`src/rtl/relu_stream.sv`:
```
// relu_stream: streaming ReLU / leaky-ReLU stage.
//
// A run of floating-point elements is accepted from the upstream stream,
// passed through a two-register pipeline (stage 1 holds the raw word, stage 2
// holds the flp_relu result) and presented downstream. Both streams use
// valid/ready handshakes with full backpressure. A start command latches the
// run configuration. A one-cycle done pulse follows the last downstream
// transfer.
//
// Ports:
//   clk, nrst            clock, asynchronous active-low reset
//   i_start              start-run strobe, sampled only in IDLE
//   i_leaky, i_exp       run mode and leaky scale exponent (latched on start)
//   i_count              number of elements in the run (latched on start)
//   o_busy, o_done       run in progress / one-cycle completion pulse
//   i_vld, i_data, o_rdy upstream stream
//   o_vld, o_data, i_rdy downstream stream
`timescale 1ns/1ps

module relu_stream #(
    parameter int EWIDTH = 8,
    parameter int SWIDTH = 23,
    parameter int CWIDTH = 16
) (
    input  logic                     clk,
    input  logic                     nrst,
    input  logic                     i_start,
    input  logic                     i_leaky,
    input  logic [6:0]               i_exp,
    input  logic [CWIDTH-1:0]        i_count,
    output logic                     o_busy,
    output logic                     o_done,
    input  logic                     i_vld,
    input  logic [EWIDTH+SWIDTH:0]   i_data,
    output logic                     o_rdy,
    output logic                     o_vld,
    output logic [EWIDTH+SWIDTH:0]   o_data,
    input  logic                     i_rdy
);

    localparam int W    = 1 + EWIDTH + SWIDTH;
    localparam int EMAX = (1 << EWIDTH) - 1;

    typedef enum logic {
        IDLE = 1'b0,
        RUN  = 1'b1
    } state_t;

    // ReLU on one element. NaN and non-negative values always pass. In leaky
    // mode a negative finite value has i_exp added to its exponent. Results
    // that underflow the exponent range, and negative denormal inputs, flush
    // to -0; results that overflow saturate to -inf.
    function automatic logic [W-1:0] flp_relu(input logic [W-1:0] x,
                                              input logic       leaky,
                                              input logic [6:0] sc);
        logic [EWIDTH-1:0] e;
        logic [SWIDTH-1:0] m;
        logic              is_nan;
        int                e_new;
        e      = x[W-2:SWIDTH];
        m      = x[SWIDTH-1:0];
        is_nan = (&e) && (|m);
        e_new  = int'(e) + int'(signed'(sc));
        if (!x[W-1] || is_nan) begin
            return x;
        end else if (!leaky) begin
            return '0;
        end else if (&e) begin
            return x;
        end else if ((e == '0) || (e_new <= 0)) begin
            return {1'b1, {(W-1){1'b0}}};
        end else if (e_new >= EMAX) begin
            return {1'b1, {EWIDTH{1'b1}}, {SWIDTH{1'b0}}};
        end else begin
            return {1'b1, e_new[EWIDTH-1:0], m};
        end
    endfunction

    state_t            state_q, state_d;
    logic              leaky_q, leaky_d;
    logic [6:0]        exp_q, exp_d;
    logic [CWIDTH-1:0] cnt_q, cnt_d;
    logic [CWIDTH-1:0] icnt_q, icnt_d;
    logic [CWIDTH-1:0] ocnt_q, ocnt_d;
    logic              done_q, done_d;
    logic              s1_vld_q, s1_vld_d;
    logic [W-1:0]      s1_data_q, s1_data_d;
    logic              s2_vld_q, s2_vld_d;
    logic [W-1:0]      s2_data_q, s2_data_d;

    logic s2_load;
    logic s1_open;
    logic in_xfer;
    logic out_xfer;

    // Stage 2 loads whenever it is empty or being drained; stage 1 moves
    // into it on the same condition, so stage 1 can take a new word when it
    // is empty or emptying. This keeps one element per cycle with no bubbles.
    assign s2_load  = !s2_vld_q || i_rdy;
    assign s1_open  = !s1_vld_q || s2_load;
    assign o_rdy    = (state_q == RUN) && (icnt_q != cnt_q) && s1_open;
    assign in_xfer  = i_vld && o_rdy;
    assign out_xfer = s2_vld_q && i_rdy;

    assign o_busy = (state_q == RUN);
    assign o_done = done_q;
    assign o_vld  = s2_vld_q;
    assign o_data = s2_data_q;

    always_comb begin
        state_d   = state_q;
        leaky_d   = leaky_q;
        exp_d     = exp_q;
        cnt_d     = cnt_q;
        icnt_d    = icnt_q;
        ocnt_d    = ocnt_q;
        done_d    = 1'b0;
        s1_vld_d  = s1_vld_q;
        s1_data_d = s1_data_q;
        s2_vld_d  = s2_vld_q;
        s2_data_d = s2_data_q;

        if (s2_load) begin
            s2_vld_d = s1_vld_q;
            // A bubble leaves the old data in place to avoid needless toggling.
            if (s1_vld_q) begin
                s2_data_d = flp_relu(s1_data_q, leaky_q, exp_q);
            end
        end

        if (s1_open) begin
            s1_vld_d = in_xfer;
            if (in_xfer) begin
                s1_data_d = i_data;
            end
        end

        if (in_xfer) begin
            icnt_d = icnt_q + CWIDTH'(1);
        end
        if (out_xfer) begin
            ocnt_d = ocnt_q + CWIDTH'(1);
        end

        unique case (state_q)
            IDLE: begin
                if (i_start) begin
                    if (i_count != '0) begin
                        state_d = RUN;
                        leaky_d = i_leaky;
                        exp_d   = i_exp;
                        cnt_d   = i_count;
                        icnt_d  = '0;
                        ocnt_d  = '0;
                    end else begin
                        done_d = 1'b1;
                    end
                end
            end
            RUN: begin
                // The pipeline is empty once the last element has left, so
                // nothing is in flight when returning to IDLE.
                if (out_xfer && ((ocnt_q + CWIDTH'(1)) == cnt_q)) begin
                    state_d = IDLE;
                    done_d  = 1'b1;
                end
            end
            default: state_d = IDLE;
        endcase
    end

    always_ff @(posedge clk or negedge nrst) begin
        if (!nrst) begin
            state_q   <= IDLE;
            leaky_q   <= 1'b0;
            exp_q     <= '0;
            cnt_q     <= '0;
            icnt_q    <= '0;
            ocnt_q    <= '0;
            done_q    <= 1'b0;
            s1_vld_q  <= 1'b0;
            s1_data_q <= '0;
            s2_vld_q  <= 1'b0;
            s2_data_q <= '0;
        end else begin
            state_q   <= state_d;
            leaky_q   <= leaky_d;
            exp_q     <= exp_d;
            cnt_q     <= cnt_d;
            icnt_q    <= icnt_d;
            ocnt_q    <= ocnt_d;
            done_q    <= done_d;
            s1_vld_q  <= s1_vld_d;
            s1_data_q <= s1_data_d;
            s2_vld_q  <= s2_vld_d;
            s2_data_q <= s2_data_d;
        end
    end

endmodule

```
`config.mk`:
```
export PLATFORM = sky130hd
export DESIGN_NAME = relu_stream
export DESIGN_NICKNAME = d
export VERILOG_FILES = /design/src/rtl/relu_stream.sv
export SDC_FILE = /design/constraint.sdc
export NUM_CORES = 1
export LEC_CHECK = 0
export ABC_CLOCK_PERIOD_IN_PS = 3500
export CORE_MARGIN = 2
export CORE_UTILIZATION = 47
export DETAILED_ROUTE_END_ITERATION = 10
export HOLD_SLACK_MARGIN = 0.12
export PLACE_DENSITY = 0.74
export RECOVER_POWER = 25
export SYNTH_ARGS = -nofsm -noshare
export SYNTH_HDL_FRONTEND = slang
export SYNTH_SLANG_ARGS = --single-unit
```
`constraint.sdc`:
```
create_clock -name clk -period 3.5 [get_ports clk]
set_clock_uncertainty 0.1 [all_clocks]
set_input_delay 0.35 -clock clk [delete_from_list [all_inputs] [get_ports clk]]
set_output_delay 0.35 -clock clk [all_outputs]
set_load 0.02 [all_outputs]
```
# After elaboration in Yosys (flattened, before gate mapping)
# Cells that the tools add are included.
[word_totals] register_bits=124 elab_cells=60
[classes] bitwise_logic=1 n_eq_ne=2 muxes=21 n_reduce_logical=20 n_addsub=3 order_cmp=2
[op_table] op="two-way mux 16 bit" n=8
[op_table] op="two-way mux 32 bit" n=3
[op_table] op="two-way mux 31 bit" n=2
[op_table] op="adder 16 x 1 -> 16 bit, second input constant" n=2
[op_table] op="OR reduction 23 bit" n=1
[op_table] op="equality test 16 bit" n=1
[op_table] op="inequality test 16 bit" n=1
[op_table] op="nonzero test 16 bit" n=1
[op_table] op="adder 9 x 7 -> 10 bit" n=1
[op_table] op="greater-or-equal comparator 10 x 9 -> 1 bit, second input constant" n=1
[op_table] op="less-or-equal comparator 10 x 1 -> 1 bit, second input constant" n=1
[op_table] op="logical NOT 8 bit" n=1
[op_table] op="AND reduction 8 bit" n=1
[op_table] op="logical AND 1 bit" n=6
[op_table] op="two-way mux 1 bit" n=6
[op_table] op="logical OR 1 bit" n=4
[op_table] op="one-hot mux 1 bit (2 select lines)" n=2
[op_table] op="AND reduction 2 bit" n=2
[op_table] op="logical NOT 1 bit" n=3
[op_table] op="AND reduction 3 bit" n=1
[op_table] op="inverter 1 bit" n=1

# Depth between registers and ports, before layout
# Gate-level depths: netlist of the first run.
[depth] ltp_word=9 depth_mapped=11

# Least setup slack after synthesis of the first run
# OpenSTA, ideal clock, no wires.
[synth_timing] path_kind="reg-to-reg" start="register s1_data_q[23]" end="register s2_data_q[12] (netlist: o_data[12])" path_slack_ps=524 stages_incl_launch_ff=12 t_arrival_ps=2755 path_cell_list="dfrtp_1 -> ha_1 -> fa_1 -> a211oi_2 -> nor2_1 -> xnor2_1 -> or4_1 -> nor4_1 -> o2bb2a_2 -> o41ai_4 -> buf_6 -> a22o_1"
[synth_via] elab_chain_len=7
[synth_rtl] item="start: declaration" line="87" rtl="logic [W-1:0] s1_data_q, s1_data_d;"
[synth_rtl] item="start signal: assignment" line="194" rtl="s1_data_q <= s1_data_d;"
[synth_rtl] item="adder 9 x 7 -> 10 bit" line="63" rtl="e_new = int'(e) + int'(signed'(sc));"
[synth_rtl] item="greater-or-equal comparator 10 x 9 -> 1 bit / less-or-equal comparator 10 x 1 -> 1 bit (equally long branches)" line="72, 70"
[synth_rtl] item="two-way mux 31 bit / logical OR 1 bit (equally long branches)" line="72, 70"
[synth_rtl] item="two-way mux 31 bit" line="70" rtl="end else if ((e == '0) || (e_new <= 0)) begin"
[synth_rtl] item="two-way mux 32 bit" line="68" rtl="end else if (&e) begin"
[synth_rtl] item="two-way mux 32 bit" line="66" rtl="end else if (!leaky) begin"
[synth_rtl] item="two-way mux 32 bit *" line="64" rtl="if (!x[W-1] || is_nan) begin"
[synth_rtl] item="end signal: assignment" line="196" rtl="s2_data_q <= s2_data_d;"
[synth_rtl] item="end: declaration" line="89" rtl="logic [W-1:0] s2_data_q, s2_data_d;"
# Every way passes the cells marked *; elsewhere a longest branch is shown, timed or not.
# A chain may end at the register's enable or synchronous reset.

# Worst setup path after layout of the first run
[layout_timing] start="register s1_data_q[23]" end="register s2_data_q[14] (netlist: o_data[14])"
# The elaborated chain is that of the path after synthesis.

==> flow_summary.json, run 1 <==
{
  "synthCells": 583,
  "insertion_delay_ns": 0.42,
  "fp.dieW_um": 120,
  "gr-total-overflow": 0,
  "yosysWarnings": 0,
  "critPathLaunchType": "register",
  "p_comb_share_pct": 2.8,
  "rsz0062_at_grt": "no",
  "final_core_util_pct": 62.9,
  "slew_headroom_pct": 17.9,
  "syn_area_um2": 6370,
  "grt_pass1_vias": 5109,
  "hp-class": "register to register",
  "path_class": "register to register",
  "crit_fanout": 12,
  "setup_ws_ns": 0.259,
  "dpl.cell_count": 846,
  "viasPerCell": 5.64,
  "dr.pass1.iters": 5,
  "synth_nets": 656,
  "critPathBufInv": 2,
  "max_freq_mhz": 309,
  "floorplan.initialDensity_pct": 48.1,
  "route.detailed.drc": 0,
  "drt_iter0_drc": 290,
  "pwr-share-seq_pct": 39.6,
  "slowest_delay_ns": 0.52,
  "cap_violations": 0,
  "vias": 4968,
  "area_growth_pct": 30.7,
  "n_fill_cell": 1073,
  "final_cells": 881,
  "clock_sinks": 124,
  "grt_first_pass_wirelength_mm": 25.9,
  "ys_ff_latch": 124,
  "drive_above_1_share_pct": 18.2,
  "htreeDepth": 4,
  "clkTransAtPathRegs_ns": 0.06,
  "yosysTopAreaCellShare_pct": 48.7,
  "layout_common_cells": "dfrtp_1, clkdlybuf4s50_1, mux2_2",
  "io_pins": 97,
  "die_h_um": 120,
  "gp_congestion": 0.876,
  "grt_use_total_pct": 23.0,
  "synth_area_leaders": "dfrtp_1, mux2_2, xor2_1",
  "rrSetupSlack_ns": 0.26,
  "avgSynthCellArea_um2": 10.9,
  "ant_nets": 0,
  "antenna_found_initial": 0,
  "p_sw_uw": 696,
  "powerDensity_nw_per_um2": 435,
  "async_flop_share_pct": 100,
  "min_period_ns": 3.24,
  "finalPower_mw": 3.62,
  "hold_ws_ns": 0.379,
  "synth_cell_types": 62,
  "hold_viol_final": 0,
  "dp_hpwl_mm": 11.0,
  "coreArea_um2": 13200,
  "place_area_um2": 7580,
  "p_int_mw": 2.92,
  "cts_tree": "yes",
  "critPathArrivalTime_ns": 3.44,
  "layout_commonest_cell": "dfrtp_1",
  "finalSetupViolCount": 0,
  "cp-end-kind": "register",
  "cts-root-buf": "clkbuf_16",
  "critPathRequiredTime_ns": 3.70,
  "pre_cts_ws_ns": -0.119,
  "max-vdd-ir-drop_mv": 0.312,
  "finalCritPeriodShare_pct": 92.6,
  "grt_max_degree": 76,
  "nNetsFinal": 765,
  "synth-seq-area-share_pct": 48.7,
  "power_frac_clock_pct": 57.5,
  "crit_chain": "ha_1 > fa_1 > a211oi_2 > buf_4 > nor2_1 > xnor2_1 > or4_1 > nor4_1 > o2bb2a_2 > o41ai_4 > buf_12 > a22o_1",
  "cp_slowest_cell": "or4_1",
  "n_antenna_cell": 0,
  "synth_largest_area_cell": "dfrtp_1",
  "drt-wirelength-per-cell_um": 17.5,
  "die_area_um2": 14500,
  "clk_path_buf_depth": 2,
  "cts_buffers": 17,
  "routed_wl_mm": 15.4,
  "synth_edf_count": 0,
  "slew_violations": 0,
  "status": "finished clean",
  "worstMarginPinSlew_ns": 1.23,
  "synth-main-ff-cell": "dfrtp_1",
  "leakagePower_nw": 3.90,
  "p_sw_share_pct": 19.2,
  "port_buffers": 96,
  "setup_tns_ns": 0,
  "fin_area_um2": 8330,
  "rows": 42,
  "path_delay_family": "compound AO/OA/AOI/OAI gates"
}
## routing by layer
metal | up-vias | GRT usage [%] | wire length [um]
li1 | 2316 | - | -
met1 | 2477 | 27.8 | 6310
met2 | 142 | 39.3 | 8060
met3 | 33 | 5.52 | 691
met4 | 0 | 9.45 | 382
met5 | - | 0 | 0
## logic make-up after synthesis
logic type,after synthesis,share of synthesized area [%]
and+or+nand+nor,192,15.2
DFF,124,48.7
AOI/OAI and AO/OA,99,12.5
xor gates and xnor gates,68,9.46
muxes,53,9.35
buffers and inverters,35,2.36
adders and majority gates,12,2.47
## cells in the mapped netlist (all sizes together), types with 14 or more instances
cell type	n
a21oi	21
a22o	23
clkbuf	14
dfrtp	124
mux2	52
nand2	45
nand3	21
nor2	47
nor4	19
o21ai	17
xnor2	27
xor2	41
## worst register-to-register path: cells and delay by family (launching register included)
kind | cells | cell delay (ns)
AOI/OAI and AO/OA | 4 | 0.84
and+or+nand+nor | 3 | 0.73
adders and majority gates | 2 | 0.61
DFF | 1 | 0.38
buffers and inverters | 2 | 0.31
xor gates and xnor gates | 1 | 0.15
## sequential cells by signal, indices dropped and copies added (netlist names)
signal	cells
o_data	32
s1_data_q	32
cnt_q	16
icnt_q	16
ocnt_q	16
exp_q	7
leaky_q	1
o_busy	1
o_done	1
o_vld	1
s1_vld_q	1
## final timing paths
path                                                start                        end  cells after the start
worst min-delay path               o_data[31]$_DFFE_PN0P_     o_data[31]$_DFFE_PN0P_                      2
worst max register to register  s1_data_q[23]$_DFFE_PN0P_     o_data[14]$_DFFE_PN0P_                     12
worst min register to register     o_data[31]$_DFFE_PN0P_     o_data[31]$_DFFE_PN0P_                      2
max in group asynchronous                            nrst  s1_data_q[16]$_DFFE_PN0P_                      3
worst max-delay path            s1_data_q[23]$_DFFE_PN0P_     o_data[14]$_DFFE_PN0P_                     12
min in group asynchronous                            nrst       ocnt_q[14]$_DFF_PN0_                      2
## repair_timing
action,CTS,global route
resized for setup,1,0
endpoints found under the setup margin,23,1
gates cloned,1,0
hold buffers,1,0
hold endpoints to repair,49,0
buffers inserted,0,1
pin swaps,0,1
## power groups by stage
stage | registers (mW) | clock network, mW | logic [mW]
2_1_floorplan | 1.46 | 0 | 0.00192
3_3_place_gp | 1.46 | 0 | 0.105
3_5_place_dp | 1.46 | 0 | 0.107
4_1_cts | 1.43 | 2.12 | 0.108
5_1_grt | 1.43 | 2.18 | 0.113
6_report | 1.43 | 2.08 | 0.103
## final cells by class
cell class | count | area (um2) | area share, %
multi-input combinational | 425 | 3150 | 37.8
sequential | 124 | 3100 | 37.3
timing repair buffer | 113 | 1110 | 13.3
clock buffer | 18 | 439 | 5.27
clock inverter | 14 | 265 | 3.18
tap | 176 | 220 | 2.64
inverter | 11 | 41.3 | 0.496
(Power assumes the default switching activity.)
==> run 2: changes to the inputs <==
--- a/config.mk
+++ b/config.mk
@@ -6,10 +6,10 @@
 export NUM_CORES = 1
 export LEC_CHECK = 0
-export ABC_CLOCK_PERIOD_IN_PS = 3500
+export ABC_CLOCK_PERIOD_IN_PS = 2800
 export CORE_MARGIN = 2
 export CORE_UTILIZATION = 47
 export DETAILED_ROUTE_END_ITERATION = 10
 export HOLD_SLACK_MARGIN = 0.12
-export PLACE_DENSITY = 0.74
+export PLACE_DENSITY = 0.77
 export RECOVER_POWER = 25
 export SYNTH_ARGS = -nofsm -noshare
==> constraint.sdc (replaced) <==
create_clock -name clk -period 2.8 [get_ports clk]
set_clock_uncertainty 0.1 [all_clocks]
set_input_delay 0.28 -clock clk [delete_from_list [all_inputs] [get_ports clk]]
set_output_delay 0.28 -clock clk [all_outputs]
set_load 0.005 [all_outputs]
==> run 2 against run 1 <==
The flow now finishes with violations (negative setup slack). Wire length is 11% higher. Sequential power increased by 25%. Non-clock buffer count is 49 higher. Via count rose by 5.5%. Die area stayed put. Critical path depth up 1.
==> flow_summary.json, run 2 (same netlist as run 1, synthesis figures left out) <==
{
  "status": "complete, but fails checks",
  "violations": "negative setup slack",
  "cts-root-buf": "clkbuf_16",
  "grt_pass1_vias": 5388,
  "cap_violations": 0,
  "ant_nets": 0,
  "crit_fanout": 6,
  "clkTransAtPathRegs_ns": 0.05,
  "clk_path_buf_depth": 2,
  "insertion_delay_ns": 0.42,
  "rr_startpoint": "s1_data_q[23]$_DFFE_PN0P_",
  "rsz0062_at_grt": "yes",
  "drt-wirelength-per-cell_um": 18.5,
  "holdPathStages": 3,
  "max_freq_mhz": 309,
  "hp-start": "i_data[26]",
  "drive_above_1_share_pct": 25.8,
  "slowest_delay_ns": 0.44,
  "gr-total-overflow": 0,
  "fp.dieW_um": 120,
  "slew_headroom_pct": 15.9,
  "critPathBufInv": 3,
  "rrSetupSlack_ns": -0.44,
  "grt_use_total_pct": 24.2,
  "worstHoldEndpoint": "s1_data_q[26]$_DFFE_PN0P_",
  "antenna_found_initial": 0,
  "critPathRequiredTime_ns": 3.00,
  "pre_cts_ws_ns": -0.781,
  "finalSetupViolCount": 31,
  "die_h_um": 120,
  "powerDensity_nw_per_um2": 472,
  "vias": 5240,
  "die_area_um2": 14500,
  "area_growth_pct": 38.3,
  "htreeDepth": 4,
  "grt_first_pass_wirelength_mm": 27.1,
  "rr_worst_depth": 13,
  "path_delay_family": "compound AO/OA/AOI/OAI gates",
  "routed_wl_mm": 17.1,
  "dp_hpwl_mm": 11.4,
  "crit_chain": "ha_2 > fa_2 > a211oi_4 > buf_6 > nor2_4 > xnor2_2 > or4_4 > nor4_4 > o2bb2a_4 > o41ai_4 > buf_4 > clkbuf_16 > a22o_1",
  "port_buffers": 96,
  "layout_commonest_cell": "dfrtp_1",
  "coreArea_um2": 13200,
  "critPathLaunchType": "register",
  "layout_common_cells": "dfrtp_1, clkdlybuf4s50_1, mux2_2, buf_4, nor2_1",
  "cp-end-kind": "register",
  "grt_max_degree": 72,
  "gp_congestion": 0.923,
  "finalCritPeriodShare_pct": 116,
  "cts_buffers": 17,
  "hp-class": "primary input to register",
  "route.detailed.drc": 0,
  "io_pins": 97,
  "clock_sinks": 124,
  "slew_violations": 0,
  "cts_tree": "yes",
  "min_period_ns": 3.24,
  "worstMarginPinSlew_ns": 1.26,
  "nNetsFinal": 814,
  "critPathArrivalTime_ns": 3.43,
  "cp_slowest_cell": "or4_4",
  "crit_start": "s1_data_q[23]$_DFFE_PN0P_",
  "floorplan.initialDensity_pct": 48.1,
  "finalPower_mw": 4.16,
  "n_antenna_cell": 0,
  "hold_viol_final": 0,
  "drt_iter0_drc": 492,
  "n_fill_cell": 970,
  "max-vdd-ir-drop_mv": 0.488,
  "rows": 42,
  "setup_ws_ns": -0.439,
  "leakagePower_nw": 4.14,
  "dr.pass1.iters": 5,
  "r2r_end": "o_data[5]$_DFFE_PN0P_",
  "path_class": "register to register",
  "viasPerCell": 5.64
}
run 2: final cells by class:
cell class	instances	area, um2	share of cell area [%]
clock buffers	20	467	5.29
repair buffers	162	1520	17.2
clock inverters	11	143	1.62
multi-input cells	425	3320	37.7
inverters	11	41.3	0.468
well taps	176	220	2.50
flip-flops and latches	124	3100	35.2
run 2: per-stage QoR:
stage	util (%)	hold slack (ns)	cells	setup TNS [ns]	instance area [um2]
after global placement	59.2	0.0946	879	-15.78	7840
after global routing	66.6	0.362	929	-17.21	8810
final	66.6	0.342	929	-10.29	8810
after detailed placement	59.2	0.0949	879	-18.23	7840
after CTS	65.9	0.202	927	-8.79	8720
after floorplan	-	-0.116	583	-2.18	6380
run 2: tightest hold or removal path, stage by stage:
cell and delay (ns):
clkdlybuf4s50_1 0.40, nand2_1 0.05, o21ai_0 0.07
run 2: what timing repair did:
| item | 4_1_cts | 5_1_grt |
|---|---|---|
| hold buffers | 1 | 0 |
| endpoints found under the setup margin | 31 | 31 |
| setup buffers | 14 | 5 |
| resized for setup | 17 | 23 |
| cloned | 2 | 0 |
| endpoints found under the hold margin | 124 | 0 |
| pin swaps | 12 | 9 |
run 2: routing by layer:
metal / vias up / global-route usage (%) / part of all wire [%]
met5: - / 0 / 0
met2: 163 / 44.0 / 53
met1: 2622 / 27.9 / 40
li1: 2404 / - / -
met4: 0 / 8.87 / 3.1
met3: 51 / 5.05 / 3.9
run 2: where the power goes:
| group | switching [mW] | internal (mW) |
|---|---|---|
| clock network | 0.778 | 1.46 |
| logic | 0.0513 | 0.0767 |
| registers | 0 | 1.79 |
run 2: worst max path at each step:
| stage | end | slack [ns] | depth (start not counted) |
|---|---|---|---|
| floorplan | o_data[12]$_DFFE_PN0P_ | -0.11 | 11 |
| finish | o_data[5]$_DFFE_PN0P_ | -0.44 | 13 |
| detailed placement | o_data[0]$_DFFE_PN0P_ | -0.78 | 10 |
| global placement | o_data[4]$_DFFE_PN0P_ | -0.66 | 11 |
| CTS | o_data[5]$_DFFE_PN0P_ | -0.37 | 12 |
| global route | o_data[5]$_DFFE_PN0P_ | -0.52 | 13 |
